===== src/rtl/dat_xfer_ctrl_if.sv =====
`default_nettype none
// ============================================================================
//  Module   : dat_xfer_ctrl_if
//  Purpose  : Bundles the command, FIFO-status, datapath-handshake and
//             status signals of the SD DAT transfer sequencer.
//  Modports : master - register block / physical-layer side (drives inputs)
//             slave  - dat_xfer_ctrl side
//  Signals  : start, dir_rd, multiple_in, block_sz_in, block_cnt_in,
//             timeout_val, abort, tx_fifo_empty, rx_fifo_full, tx_buf_rd_enb,
//             rx_buf_wr_enb, dat_phys_busy, tf_finished      (to sequencer)
//             write_flag, read_flag, multiple, block_sz, block_cnt,
//             phys_rst_req, ctrl_busy, xfer_done, tout_err, param_err,
//             xfer_words                                      (from sequencer)
//  Revision : 1.0 - initial release
// ============================================================================
interface dat_xfer_ctrl_if #(
  parameter int BLOCK_SZ_W  = 12,
  parameter int BLOCK_CNT_W = 16,
  parameter int TOUT_W      = 16,
  parameter int WCNT_W      = 20
) ();
  logic                   start;
  logic                   dir_rd;
  logic                   multiple_in;
  logic [BLOCK_SZ_W-1:0]  block_sz_in;
  logic [BLOCK_CNT_W-1:0] block_cnt_in;
  logic [TOUT_W-1:0]      timeout_val;
  logic                   abort;
  logic                   tx_fifo_empty;
  logic                   rx_fifo_full;
  logic                   tx_buf_rd_enb;
  logic                   rx_buf_wr_enb;
  logic                   dat_phys_busy;
  logic                   tf_finished;
  logic                   write_flag;
  logic                   read_flag;
  logic                   multiple;
  logic [BLOCK_SZ_W-1:0]  block_sz;
  logic [BLOCK_CNT_W-1:0] block_cnt;
  logic                   phys_rst_req;
  logic                   ctrl_busy;
  logic                   xfer_done;
  logic                   tout_err;
  logic                   param_err;
  logic [WCNT_W-1:0]      xfer_words;

  modport master (
    output start, dir_rd, multiple_in, block_sz_in, block_cnt_in, timeout_val,
           abort, tx_fifo_empty, rx_fifo_full, tx_buf_rd_enb, rx_buf_wr_enb,
           dat_phys_busy, tf_finished,
    input  write_flag, read_flag, multiple, block_sz, block_cnt, phys_rst_req,
           ctrl_busy, xfer_done, tout_err, param_err, xfer_words
  );

  modport slave (
    input  start, dir_rd, multiple_in, block_sz_in, block_cnt_in, timeout_val,
           abort, tx_fifo_empty, rx_fifo_full, tx_buf_rd_enb, rx_buf_wr_enb,
           dat_phys_busy, tf_finished,
    output write_flag, read_flag, multiple, block_sz, block_cnt, phys_rst_req,
           ctrl_busy, xfer_done, tout_err, param_err, xfer_words
  );
endinterface
`default_nettype wire


===== src/rtl/dat_xfer_ctrl.sv =====
`default_nettype none
// ============================================================================
//  Module   : dat_xfer_ctrl
//  Purpose  : SD host DAT transfer sequencer. Latches a transfer command,
//             drives the physical layer's write/read flags gated by FIFO
//             status, counts moved words, and reports completion, parameter
//             errors and data timeouts. Abort or timeout requests a 2-cycle
//             physical-layer reset.
//  Ports    : sd_clk - sole clock (rising edge)
//             rst    - synchronous active-high reset
//             bus    - dat_xfer_ctrl_if.slave (command, FIFO status,
//                      handshakes in; flags, latched params, status out)
//  Revision : 1.0 - initial release
// ============================================================================
module dat_xfer_ctrl #(
  parameter int BLOCK_SZ_W  = 12,
  parameter int BLOCK_CNT_W = 16,
  parameter int TOUT_W      = 16,
  parameter int WCNT_W      = 20
) (
  input  logic            sd_clk,
  input  logic            rst,
  dat_xfer_ctrl_if.slave  bus
);

  localparam logic [2:0] S_IDLE   = 3'd0;
  localparam logic [2:0] S_LAUNCH = 3'd1;
  localparam logic [2:0] S_ACTIVE = 3'd2;
  localparam logic [2:0] S_ABORT  = 3'd3;
  localparam logic [2:0] S_DONE   = 3'd4;

  logic [2:0]             state_q,     state_d;
  logic                   dir_q,       dir_d;
  logic                   mult_q,      mult_d;
  logic [BLOCK_SZ_W-1:0]  bsz_q,       bsz_d;
  logic [BLOCK_CNT_W-1:0] bcnt_q,      bcnt_d;
  logic [TOUT_W-1:0]      tout_q,      tout_d;
  logic [WCNT_W-1:0]      words_q,     words_d;
  logic [1:0]             arst_cnt_q,  arst_cnt_d;
  logic                   param_err_q, param_err_d;
  logic                   tout_err_q,  tout_err_d;
  logic                   busy_q, done_q, prr_q;

  logic xfer_phase;  // LAUNCH or ACTIVE: flags driven, counters running
  logic any_hs;      // any datapath handshake (reloads the timeout)
  logic word_hs;     // handshake belonging to the latched direction
  logic expire;
  logic bad_param;

  assign xfer_phase = (state_q == S_LAUNCH) || (state_q == S_ACTIVE);
  assign any_hs     = bus.tx_buf_rd_enb | bus.rx_buf_wr_enb;
  assign word_hs    = dir_q ? bus.rx_buf_wr_enb : bus.tx_buf_rd_enb;
  // A handshake or end-of-transfer in the last counted cycle wins over expiry.
  assign expire     = (tout_q == TOUT_W'(1)) & ~any_hs & ~bus.tf_finished;
  assign bad_param  = (bus.block_sz_in == '0) || (bus.block_sz_in[1:0] != 2'b00) ||
                      (bus.block_cnt_in == '0);

  always_comb begin
    state_d     = state_q;
    dir_d       = dir_q;
    mult_d      = mult_q;
    bsz_d       = bsz_q;
    bcnt_d      = bcnt_q;
    tout_d      = tout_q;
    words_d     = words_q;
    arst_cnt_d  = arst_cnt_q;
    param_err_d = 1'b0;
    tout_err_d  = 1'b0;

    // Zero stays zero, so timeout_val == 0 never reaches the expiry value.
    if (any_hs) begin
      tout_d = bus.timeout_val;
    end else if (xfer_phase && (tout_q != '0)) begin
      tout_d = tout_q - TOUT_W'(1);
    end

    if (xfer_phase && word_hs && (words_q != '1)) begin
      words_d = words_q + WCNT_W'(1);
    end

    case (state_q)
      S_IDLE: begin
        if (bus.start) begin
          if (bad_param) begin
            param_err_d = 1'b1;
          end else begin
            dir_d   = bus.dir_rd;
            mult_d  = bus.multiple_in;
            bsz_d   = bus.block_sz_in;
            bcnt_d  = bus.multiple_in ? bus.block_cnt_in : BLOCK_CNT_W'(1);
            words_d = '0;
            tout_d  = bus.timeout_val;
            state_d = S_LAUNCH;
          end
        end
      end
      S_LAUNCH: begin
        if (bus.abort || expire) begin
          state_d    = S_ABORT;
          tout_err_d = ~bus.abort;
          arst_cnt_d = 2'd0;
        end else if (bus.dat_phys_busy) begin
          state_d = S_ACTIVE;
        end
      end
      S_ACTIVE: begin
        if (bus.tf_finished) begin
          state_d = S_DONE;
        end else if (bus.abort || expire) begin
          state_d    = S_ABORT;
          tout_err_d = ~bus.abort;
          arst_cnt_d = 2'd0;
        end
      end
      S_ABORT: begin
        // Two cycles in ABORT hold the physical-layer reset request.
        if (arst_cnt_q == 2'd1) begin
          state_d = S_IDLE;
        end else begin
          arst_cnt_d = arst_cnt_q + 2'd1;
        end
      end
      S_DONE:  state_d = S_IDLE;
      default: state_d = S_IDLE;
    endcase
  end

  always_ff @(posedge sd_clk) begin
    if (rst) begin
      state_q     <= S_IDLE;
      dir_q       <= 1'b0;
      mult_q      <= 1'b0;
      bsz_q       <= '0;
      bcnt_q      <= '0;
      tout_q      <= '0;
      words_q     <= '0;
      arst_cnt_q  <= 2'd0;
      param_err_q <= 1'b0;
      tout_err_q  <= 1'b0;
      busy_q      <= 1'b0;
      done_q      <= 1'b0;
      prr_q       <= 1'b0;
    end else begin
      state_q     <= state_d;
      dir_q       <= dir_d;
      mult_q      <= mult_d;
      bsz_q       <= bsz_d;
      bcnt_q      <= bcnt_d;
      tout_q      <= tout_d;
      words_q     <= words_d;
      arst_cnt_q  <= arst_cnt_d;
      param_err_q <= param_err_d;
      tout_err_q  <= tout_err_d;
      busy_q      <= (state_d != S_IDLE);
      done_q      <= (state_d == S_DONE);
      prr_q       <= (state_d == S_ABORT);
    end
  end

  // Flags stay combinational so FIFO status gates them in the same cycle.
  assign bus.write_flag   = xfer_phase & ~dir_q & ~bus.tx_fifo_empty;
  assign bus.read_flag    = xfer_phase &  dir_q & ~bus.rx_fifo_full;
  assign bus.multiple     = mult_q;
  assign bus.block_sz     = bsz_q;
  assign bus.block_cnt    = bcnt_q;
  assign bus.phys_rst_req = prr_q;
  assign bus.ctrl_busy    = busy_q;
  assign bus.xfer_done    = done_q;
  assign bus.tout_err     = tout_err_q;
  assign bus.param_err    = param_err_q;
  assign bus.xfer_words   = words_q;

endmodule
`default_nettype wire


===== src/flat_wrapper.sv =====
// flat-port wrapper written by rule: the top's interface ports become plain ports
module dat_xfer_ctrl_flat 
#(
  parameter int BLOCK_SZ_W  = 12,
  parameter int BLOCK_CNT_W = 16,
  parameter int TOUT_W      = 16,
  parameter int WCNT_W      = 20
)
  (sd_clk, rst, bus_start, bus_dir_rd, bus_multiple_in, bus_block_sz_in, bus_block_cnt_in, bus_timeout_val, bus_abort, bus_tx_fifo_empty, bus_rx_fifo_full, bus_tx_buf_rd_enb, bus_rx_buf_wr_enb, bus_dat_phys_busy, bus_tf_finished, bus_write_flag, bus_read_flag, bus_multiple, bus_block_sz, bus_block_cnt, bus_phys_rst_req, bus_ctrl_busy, bus_xfer_done, bus_tout_err, bus_param_err, bus_xfer_words);
  dat_xfer_ctrl_if #(.BLOCK_SZ_W(BLOCK_SZ_W), .BLOCK_CNT_W(BLOCK_CNT_W), .TOUT_W(TOUT_W), .WCNT_W(WCNT_W)) bus_i ();
  input  logic sd_clk;
  input  logic rst;
  input wire logic [$bits(bus_i.start)-1:0] bus_start;
  input wire logic [$bits(bus_i.dir_rd)-1:0] bus_dir_rd;
  input wire logic [$bits(bus_i.multiple_in)-1:0] bus_multiple_in;
  input wire logic [$bits(bus_i.block_sz_in)-1:0] bus_block_sz_in;
  input wire logic [$bits(bus_i.block_cnt_in)-1:0] bus_block_cnt_in;
  input wire logic [$bits(bus_i.timeout_val)-1:0] bus_timeout_val;
  input wire logic [$bits(bus_i.abort)-1:0] bus_abort;
  input wire logic [$bits(bus_i.tx_fifo_empty)-1:0] bus_tx_fifo_empty;
  input wire logic [$bits(bus_i.rx_fifo_full)-1:0] bus_rx_fifo_full;
  input wire logic [$bits(bus_i.tx_buf_rd_enb)-1:0] bus_tx_buf_rd_enb;
  input wire logic [$bits(bus_i.rx_buf_wr_enb)-1:0] bus_rx_buf_wr_enb;
  input wire logic [$bits(bus_i.dat_phys_busy)-1:0] bus_dat_phys_busy;
  input wire logic [$bits(bus_i.tf_finished)-1:0] bus_tf_finished;
  output wire logic [$bits(bus_i.write_flag)-1:0] bus_write_flag;
  output wire logic [$bits(bus_i.read_flag)-1:0] bus_read_flag;
  output wire logic [$bits(bus_i.multiple)-1:0] bus_multiple;
  output wire logic [$bits(bus_i.block_sz)-1:0] bus_block_sz;
  output wire logic [$bits(bus_i.block_cnt)-1:0] bus_block_cnt;
  output wire logic [$bits(bus_i.phys_rst_req)-1:0] bus_phys_rst_req;
  output wire logic [$bits(bus_i.ctrl_busy)-1:0] bus_ctrl_busy;
  output wire logic [$bits(bus_i.xfer_done)-1:0] bus_xfer_done;
  output wire logic [$bits(bus_i.tout_err)-1:0] bus_tout_err;
  output wire logic [$bits(bus_i.param_err)-1:0] bus_param_err;
  output wire logic [$bits(bus_i.xfer_words)-1:0] bus_xfer_words;
  assign bus_i.start = bus_start;
  assign bus_i.dir_rd = bus_dir_rd;
  assign bus_i.multiple_in = bus_multiple_in;
  assign bus_i.block_sz_in = bus_block_sz_in;
  assign bus_i.block_cnt_in = bus_block_cnt_in;
  assign bus_i.timeout_val = bus_timeout_val;
  assign bus_i.abort = bus_abort;
  assign bus_i.tx_fifo_empty = bus_tx_fifo_empty;
  assign bus_i.rx_fifo_full = bus_rx_fifo_full;
  assign bus_i.tx_buf_rd_enb = bus_tx_buf_rd_enb;
  assign bus_i.rx_buf_wr_enb = bus_rx_buf_wr_enb;
  assign bus_i.dat_phys_busy = bus_dat_phys_busy;
  assign bus_i.tf_finished = bus_tf_finished;
  assign bus_write_flag = bus_i.write_flag;
  assign bus_read_flag = bus_i.read_flag;
  assign bus_multiple = bus_i.multiple;
  assign bus_block_sz = bus_i.block_sz;
  assign bus_block_cnt = bus_i.block_cnt;
  assign bus_phys_rst_req = bus_i.phys_rst_req;
  assign bus_ctrl_busy = bus_i.ctrl_busy;
  assign bus_xfer_done = bus_i.xfer_done;
  assign bus_tout_err = bus_i.tout_err;
  assign bus_param_err = bus_i.param_err;
  assign bus_xfer_words = bus_i.xfer_words;
  dat_xfer_ctrl #(.BLOCK_SZ_W(BLOCK_SZ_W), .BLOCK_CNT_W(BLOCK_CNT_W), .TOUT_W(TOUT_W), .WCNT_W(WCNT_W)) u_core (.sd_clk(sd_clk), .rst(rst), .bus(bus_i));
endmodule

===== config.mk =====
export PLATFORM = sky130hd
export DESIGN_NAME = dat_xfer_ctrl_flat
export DESIGN_NICKNAME = d
export VERILOG_FILES = /design/src/rtl/dat_xfer_ctrl_if.sv /design/src/rtl/dat_xfer_ctrl.sv /design/src/flat_wrapper.sv
export SDC_FILE = /design/constraint.sdc
export NUM_CORES = 1
export LEC_CHECK = 0
export ABC_AREA = 1
export BUFFER_PORTS_ARGS = -buffer_cell sky130_fd_sc_hd__buf_2
export CAP_MARGIN = 20
export CORE_ASPECT_RATIO = 0.7
export CORE_MARGIN = 3
export CORE_UTILIZATION = 53
export DETAILED_ROUTE_END_ITERATION = 8
export PLACE_DENSITY = 0.81
export SKIP_LAST_GASP = 1
export SYNTH_ARGS = -nofsm -noshare
export SYNTH_HDL_FRONTEND = slang
export SYNTH_SLANG_ARGS = --single-unit
export TNS_END_PERCENT = 20

===== constraint.sdc =====
create_clock -name sd_clk -period 1.7 [get_ports sd_clk]
set_input_delay 0.255 -clock sd_clk [delete_from_list [all_inputs] [get_ports sd_clk]]
set_output_delay 0.255 -clock sd_clk [all_outputs]
set_load 0.02 [all_outputs]

[Yosys cells after proc, flatten, opt, wreduce, memory -nomap -nowiden]
Index checks and enable logic that the tools add are counted.
Operators by class
  bitwise operators: 16
  add/sub/neg operators: 3
  mux-type cells: 27
  eq/ne operators: 10
  reductions and logical operators: 17
Operator list (number)
  16-bit 2-to-1 mux: 6
  20-bit 2-to-1 mux: 4
  3-bit 2-to-1 mux: 7
  20-bit by 1-bit adder with 20-bit output, second input constant: 1
  20-bit inequality test, second input constant: 1
  16-bit by 1-bit == test with 1-bit output, second input constant: 1
  16-bit zero test: 1
  16-bit nonzero test: 1
  16-bit by 1-bit subtractor with 16-bit output, second input constant: 1
  12-bit zero test: 1
  3-bit one-hot mux with 4 select lines: 1
  3-bit by 2-bit == test with 1-bit output, second input constant: 3
  1-bit NOT: 9
  1-bit AND: 6
  2-bit 2-to-1 mux: 3
  2-bit one-hot mux with 3 select lines: 1
  3-bit AND reduction: 2
  3-bit nonzero test: 2
  1-bit logical OR: 4
  1-bit 2-to-1 mux: 4
  2-bit inequality test, second input constant: 2
  3-bit by 1-bit == test with 1-bit output, second input constant: 1
  3-bit == test, second input constant: 1
  1-bit logical AND: 3
  7 further kinds: 7
Word-level totals
  flip-flop bits (word level): 76
  input bits: 56
  word-level logic and storage cells: 86

[Longest topological paths before layout]
Gate-level depths: netlist of run 1.
  word-level depth: 9
  depth in mapped cells: 12
  mapped depth without buffers: 12

[Worst setup path before layout of run 1]
OpenSTA, ideal clock, no wires.
  path kind: reg2reg
  from: reg u_core.words_q[0] (netlist: u_core.bus.xfer_words[0])
  to: reg u_core.words_q[15] (netlist: u_core.bus.xfer_words[15])
  cell stages (with the launch flop): 11
  data arrival time: 1.621 ns
  period minus slack after synthesis: 1.743 ns
  path buffers: 1
  required time: 1.578 ns
  path slack: -0.043 ns
  setup time: 0.122 ns
  cells stage by stage: dfxtp_1 -> ha_1 -> inv_1 -> nor2_2 -> nand2_1 -> nor2_1 -> nand2_1 -> nand2_2 -> buf_6 -> o21ai_1 -> nor3b_2
Between the ends
  longest elaborated chain between the ends: 6
Ends and longest elaborated chain
  from (decl): RTL line dat_xfer_ctrl.sv:38  | logic [WCNT_W-1:0] words_q, words_d;
  from (signal assigned): RTL line dat_xfer_ctrl.sv:150  | words_q <= words_d;
  parallel branches: the longest is 2 deep, another holds 20-bit by 1-bit adder with 20-bit output
  20-bit 2-to-1 mux (*): RTL line dat_xfer_ctrl.sv:77  | if (xfer_phase && word_hs && (words_q != '1)) begin
  20-bit 2-to-1 mux: RTL line dat_xfer_ctrl.sv:84  | if (bad_param) begin
  20-bit 2-to-1 mux: RTL line dat_xfer_ctrl.sv:83  | if (bus.start) begin
  20-bit 2-to-1 mux (*): RTL line dat_xfer_ctrl.sv:81  | case (state_q)
Mark *: on every way between the ends.
A chain may end at the register's enable or synchronous reset.

[Final worst setup path of run 1]
  from: reg u_core.state_q[1]
  to: out bus_read_flag
Between the ends
  longest elaborated chain between the ends: 4
Ends and longest elaborated chain
  from (decl): RTL line dat_xfer_ctrl.sv:32  | logic [2:0] state_q, state_d;
  from (signal assigned): RTL line dat_xfer_ctrl.sv:144  | state_q <= state_d;
  3-bit by 1-bit == test with 1-bit output / 3-bit by 2-bit == test with 1-bit output (equally long branches): RTL line dat_xfer_ctrl.sv:50  | assign xfer_phase = (state_q == S_LAUNCH) || (state_q == S_ACTIVE);
  1-bit logical OR (*): RTL line dat_xfer_ctrl.sv:50
  1-bit AND (*) (2 in a row): RTL line dat_xfer_ctrl.sv:162  | assign bus.read_flag = xfer_phase & dir_q & ~bus.rx_fifo_full;
  to (decl): RTL line flat_wrapper.sv:27  | output wire logic [$bits(bus_i.read_flag)-1:0] bus_read_flag;
Mark *: on every way between the ends. The rest lies on a longest branch, timed or not.

==> results of run 1 <==
==> routing by layer <==
metal	GRT usage (%)	vias up
met4	7.626	0
met1	35.55	1961
met2	41.34	220
met3	7.083	21
met5	0	-
li1	-	2247
==> power groups by stage <==
stage               combinational, W  sequential [W]  clock (W)
floorplan                   0.000419         0.00199          0
finish                      0.000740         0.00192    0.00151
CTS                         0.000703         0.00191    0.00153
global route                0.000826         0.00193    0.00162
global placement            0.000669         0.00195          0
detailed placement          0.000692         0.00195          0
==> repair_timing <==
action / 4_1_cts / 5_1_grt
gates cloned: 0 / 1
pin swaps: 1 / 8
gates resized for setup: 6 / 45
endpoints found under the setup margin: 15 / 38
hold endpoints to repair: 0 / 0
buffers inserted: 1 / 4
==> registers in the layout (all words and copies together), names as in the netlist <==
signal and flops:
u_core.bus.xfer_words 20, u_core.bus.block_cnt 16, u_core.tout_q 16, u_core.bus.block_sz 12, u_core.state_q 3, u_core.arst_cnt_q 2, u_core.bus.ctrl_busy 1, u_core.bus.multiple 1
u_core.bus.param_err 1, u_core.bus.phys_rst_req 1, u_core.bus.tout_err 1, u_core.bus.xfer_done 1, u_core.dir_q 1
==> cell families after synthesis <==
family / count (synthesis) / share of synthesized area (%)
AOI/OAI and AO/OA: 76 / 9.606
adders and majority gates: 5 / 1.539
xor gates and xnor gates: 15 / 3.233
DFF: 76 / 37.44
buffers and inverters: 94 / 9.359
and+or+nand+nor: 373 / 38.82
==> worst reg2reg max path, stage by stage (launching register included) <==
cell and delay (ns):
dfxtp_4 0.39, ha_4 0.14, inv_2 0.04, nor2_4 0.08, nand2_1 0.07, nor2_2 0.16
nand2_2 0.12, nand2_4 0.18, buf_4 0.15, o21ai_1 0.05, nor3b_2 0.14
==> cells in the final DEF (no fill, tap or decap), types with 7 or more instances in the layout <==
cell	netlist	final
nand2_1	209	208
buf_2	4	110
nor2_1	89	78
inv_1	72	70
dfxtp_1	76	63
nand3_1	37	36
a21oi_1	33	33
o21ai_0	28	28
buf_4	2	22
o21ai_1	12	12
nor2_2	3	11
dfxtp_2	0	10
clkbuf_8	0	9
xor2_1	8	8
xnor2_1	7	7
==> final cells by class <==
cell class	instances	area share, %
multi-input combinational	470	43.90
sequential	76	29.71
timing repair buffer	134	14.19
inverter	78	5.773
clock buffer	9	2.382
tap	98	2.357
clock inverter	7	1.684
==> per-stage QoR <==
stage	utilization, %	cell area, um2	power, W
after global placement	64.88	4791	0.002619
after CTS	68.04	5025	0.004145
after global routing	70.43	5201	0.004375
after floorplan	-	4065	0.002405
after detailed placement	64.88	4791	0.002644
final	70.43	5201	0.004170
==> final timing paths <==
kind | start | endpoint | slack [ns] | cells past startpoint
max | u_core.state_q[1] | bus_read_flag | 0.05 | 6
min | rst | u_core.bus.block_sz[0] | 0.11 | 2
max reg2reg | u_core.bus.xfer_words[0] | u_core.bus.xfer_words[15] | 0.08 | 10
min reg2reg | u_core.bus.block_sz[7] | u_core.bus.block_sz[7] | 0.44 | 2
==> flow_metrics.py, run 1 <==
metrics = {
    "cts": {
        "htree_levels": 3,
        "numCtsBuffers": 9,
        "clk_latency_ns": 0.37,
        "cts_hold_buf": 0,
        "ctsRootBufferMaster": "clkbuf_8",
        "clock_path_buffers": 2,
        "cts_tree": "yes",
        "cts.sinks": 76,
        "clk_pin_slew_ns": 0.10,
    },
    "place": {
        "port-buffer-count": 111,
        "dpl.cell_count": 850,
        "gp_congestion": 0.9424,
        "dp.final_hpwl_mm": 8.519,
        "dp_slack_ns": -0.01992,
    },
    "pwr": {
        "p_int_w": 0.002842,
        "swShare_pct": 31.86,
        "ir_worst_vdd_mv": 0.4639,
        "combPwrFrac_pct": 17.7,
        "p_leak_nw": 2.603,
        "switchingPower_w": 0.001329,
        "power_per_cell_area_nw_per_um2": 801.8,
        "clkPwrFrac_pct": 36.3,
        "seqPwrFrac_pct": 45.9,
    },
    "global_routing": {
        "overflow": 0,
        "grt_max_degree": 24,
        "grt_pass1_wl_mm": 19.07,
        "grt_pass1_vias": 4096,
        "antenna_found_initial": 0,
        "grt_use_total_pct": 26.28,
    },
    "sta": {
        "hold_viol": 0,
        "hold_slack_ns": 0.1112,
        "setup_ws_ns": 0.04534,
        "rsz0062_at_grt": "yes",
        "worst_pin_slew_ns": 0.3772,
        "min_period_ns": 1.655,
        "fin_crit_sh_pct": 97.33,
        "finalClockSkew_ns": 0.01344,
        "relSlewSlack_pct": 74.82,
        "fmax_ghz": 0.6044,
        "slew_violations": 0,
        "setup_tns_ns": 0,
        "setup_viol": 0,
    },
    "drt": {
        "wl_per_cell_um": 13.22,
        "post-route-drc-count": 0,
        "drtPass1Iterations": 6,
        "dr.first_iter.drc_count": 322,
        "wl_met1_mm": 5.251,
        "viasPerCell": 5.102,
        "drt_wl_total_mm": 11.53,
        "routed-via-count": 4449,
        "antenna_left": 0,
        "highest_layer": "met4",
        "route.met2.wl_mm": 4.936,
        "wl_met3_mm": 1.167,
    },
    "hold_path": {
        "hold_path_class": "input pin to flip-flop",
    },
    "synthesis": {
        "synth_area_leaders": "dfxtp_1 (37%), nand2_1 (19%), nor2_1 (8.2%), inv_1 (6.7%), nand3_1 (4.6%)",
        "syn-num-nets": 700,
        "synth_top_area_share_pct": 37.44,
        "syn_area_um2": 4064,
        "synth_top_cell_by_area": "dfxtp_1",
        "ys_async_sr_fraction_pct": 0,
        "synth_ff_type": "dfxtp_1",
        "synth-seq-cells": 76,
        "seq_area_frac_synth_pct": 37.44,
        "synth.distinct_cells": 34,
        "synth_edf_count": 0,
        "ys_warn_count": 0,
        "avgSynthCellArea_um2": 6.360,
        "yosysMostFrequentCell": "nand2_1",
        "synthTopCellsByCount": "nand2_1 (209), nor2_1 (89), dfxtp_1 (76)",
        "syn_inst": 639,
    },
    "floorplanning": {
        "fp.coreArea_um2": 7385,
        "dieHeight_um": 79.26,
        "rows": 26,
        "num_io_pins": 112,
        "die_w_um": 110.7,
        "start_util_pct": 55.03,
        "dieArea_um2": 8771,
    },
    "run_status": {
        "outcome": "completed",
    },
    "worst_setup_path": {
        "required_ns": 1.44,
        "crit_type": "flip-flop to output port",
        "critPathBufInv": 3,
        "end_kind": "output port",
        "slowest_stage": "dfxtp_4",
        "cp_slowest_stage_delay_ns": 0.37,
        "start_kind": "flip-flop",
        "arrival_ns": 1.40,
        "cp_max_fo": 4,
        "path_cells": "inv_1 -> nand3_2 -> nand2_4 -> inv_4 -> nor3_4 -> buf_4",
        "crit_family": "flip-flops",
    },
    "finish": {
        "final_nets": 830,
        "layout.area.seq_um2": 1545,
        "nFillCells": 603,
        "multi_input_area_um2": 2283,
        "syn_to_final_growth_pct": 27.99,
        "antenna-diode-count": 0,
        "final_cells": 872,
        "layout-drive-gt1-share_pct": 27.00,
    },
    "run": {
        "maxCapViolCount": 0,
    },
}
Power figures use the tool's default switching activity.
==> run 2: changes to the inputs <==
--- a/config.mk
+++ b/config.mk
@@ -10,9 +10,9 @@
 export CAP_MARGIN = 20
 export CORE_ASPECT_RATIO = 0.7
 export CORE_MARGIN = 3
-export CORE_UTILIZATION = 53
+export CORE_UTILIZATION = 45
 export DETAILED_ROUTE_END_ITERATION = 8
-export PLACE_DENSITY = 0.81
+export PLACE_DENSITY = 0.7
 export SKIP_LAST_GASP = 1
 export SYNTH_ARGS = -nofsm -noshare
 export SYNTH_HDL_FRONTEND = slang
==> run 2 against run 1 <==
  * Critical path type unchanged
  * Hold slack improved by 0.036 ns
  * Highest routed layer unchanged
  * Sequential power about the same
  * First-iteration DRC count increased by 3.7%
  * Clock skew decreased by 0.0080 ns
==> flow_metrics.py, run 2 (synthesized netlist as in run 1, its figures left out) <==
metrics = {
    "worst_setup_path": {
        "crit_type": "flip-flop to output port",
        "cp_slowest_stage_delay_ns": 0.34,
        "slowest_stage": "dfxtp_2",
        "cp_num_cells": 6,
        "path_cells": "inv_1 -> nand3_2 -> nand2_4 -> inv_2 -> nor3_1 -> buf_2",
        "start_kind": "flip-flop",
        "crit_family": "simple AND/OR/NAND/NOR gates",
        "required_ns": 1.44,
        "cp_max_fo": 5,
        "critPathBufInv": 3,
        "end_kind": "output port",
        "r2r_cells": 8,
        "arrival_ns": 1.41,
    },
    "sta": {
        "worst_pin_slew_ns": 0.3276,
        "fmax_ghz": 0.5990,
        "setup_viol": 0,
        "hold_viol": 0,
        "min_period_ns": 1.670,
        "setup_tns_ns": 0,
        "finalClockSkew_ns": 0.005431,
        "rsz0062_at_grt": "yes",
        "slew_violations": 0,
        "fin_crit_sh_pct": 98.21,
        "relSlewSlack_pct": 77.85,
    },
    "cts": {
        "htree_levels": 3,
        "cts.sinks": 76,
        "cts_tree": "yes",
        "cts_hold_buf": 0,
        "clk_latency_ns": 0.34,
        "ctsRootBufferMaster": "clkbuf_16",
        "numCtsBuffers": 9,
        "clock_path_buffers": 2,
        "clk_pin_slew_ns": 0.06,
    },
    "hold_path": {
        "hold_depth": 3,
        "hold_path_class": "input pin to flip-flop",
    },
    "floorplanning": {
        "dieArea_um2": 10230,
        "fp.coreArea_um2": 8618,
        "rows": 28,
        "dieHeight_um": 85.51,
        "start_util_pct": 47.15,
        "num_io_pins": 112,
        "die_w_um": 119.6,
    },
    "pwr": {
        "p_int_w": 0.003526,
        "seqPwrFrac_pct": 39.8,
        "switchingPower_w": 0.001281,
        "p_leak_nw": 2.729,
        "clkPwrFrac_pct": 44.3,
        "power_per_cell_area_nw_per_um2": 892.1,
        "swShare_pct": 26.64,
        "power_w": 0.004806,
        "combPwrFrac_pct": 16.0,
        "ir_worst_vdd_mv": 0.4608,
    },
    "place": {
        "gp_congestion": 0.9900,
        "dp.final_hpwl_mm": 8.824,
        "port-buffer-count": 111,
    },
    "drt": {
        "antenna_left": 0,
        "viasPerCell": 4.927,
        "post-route-drc-count": 0,
        "drtPass1Iterations": 5,
        "dr.first_iter.drc_count": 334,
        "routed-via-count": 4474,
        "wl_per_cell_um": 12.77,
        "drt_wl_total_mm": 11.59,
    },
    "global_routing": {
        "gr-usage-met1_pct": 31.94,
        "overflow": 0,
        "grt_max_degree": 25,
        "grt_use_met3_pct": 6.987,
        "grt_busiest_layer": "met2",
        "grt_pass1_wl_mm": 18.80,
        "grt_pass1_vias": 4042,
        "antenna_found_initial": 0,
        "grt_use_total_pct": 22.64,
        "met2_usage_pct": 33.56,
    },
    "finish": {
        "final_common_cell": "nand2_1",
        "largest_reg_flops": 20,
        "nFillCells": 809,
        "final_core_util_pct": 62.51,
        "syn_to_final_growth_pct": 32.57,
        "antenna-diode-count": 0,
        "final_nets": 844,
        "final_cell_mix": "nand2_1 (208), buf_2 (111), nor2_1 (85)",
        "layout-drive-gt1-share_pct": 25.25,
    },
    "run_status": {
        "outcome": "completed",
    },
    "run": {
        "maxCapViolCount": 0,
    },
}
run 2: final cells by class:
class	instances	area [um2]	area share, %
timing repair buffer	148	883.3	16.40
sequential	76	1525	28.31
tap	120	150.1	2.787
inverter	78	292.8	5.434
clock inverter	5	82.58	1.533
clock buffer	11	252.7	4.691
multi-input combinational	470	2201	40.85
run 2: final timing paths:
path	start	slack, ns	end
hold reg to reg	u_core.bus.block_sz[0]	0.44	u_core.bus.block_sz[0]
setup reg to reg	u_core.state_q[2]	0.05	u_core.tout_q[1]
setup / recovery	u_core.state_q[1]	0.03	bus_write_flag
hold / removal	bus_block_cnt_in[8]	0.15	u_core.bus.block_cnt[8]
run 2: per-layer routing:
metal,vias up,wire length [um]
li1,2280,-
met1,1973,5455
met2,202,4785
met3,19,1168
met4,0,184
met5,-,0
run 2: what timing repair did:
item / in CTS / in global routing
resized for setup: 1 / 10
setup buffers: 0 / 3
cloned: 0 / 1
endpoints found under the setup margin: 2 / 35
pin swaps: 0 / 1
hold endpoints to repair: 0 / 0
run 2: worst reg2reg max path: stages (launching register included):
cell	delay (ns)
dfxtp_1	0.32
inv_2	0.09
nand2_1	0.07
nor3_2	0.27
nand3_2	0.19
buf_12	0.18
buf_4	0.17
a21oi_1	0.18
nor2_1	0.06
run 2: power by group through the flow:
stage	clock network [W]	registers [W]	logic, W
final	0.00213	0.00191	0.000768
after global routing	0.00226	0.00192	0.000863
after CTS	0.00217	0.00191	0.000751
after detailed placement	0	0.00195	0.000748
after global placement	0	0.00194	0.000734
after floorplan	0	0.00199	0.000419
run 2: per-stage QoR:
| step | cells | hold WS, ns | instance area, um2 | worst slack, ns |
|---|---|---|---|---|
| after floorplan | 639 | 0.3271 | 4065 | 0.01013 |
| after global placement | 888 | 0.4258 | 4989 | 0.07639 |
| after detailed placement | 888 | 0.4321 | 4989 | 0.03096 |
| after CTS | 904 | 0.1379 | 5325 | 0.01217 |
| after global routing | 908 | 0.1541 | 5388 | -0.04952 |
| final | 908 | 0.1472 | 5388 | 0.03049 |
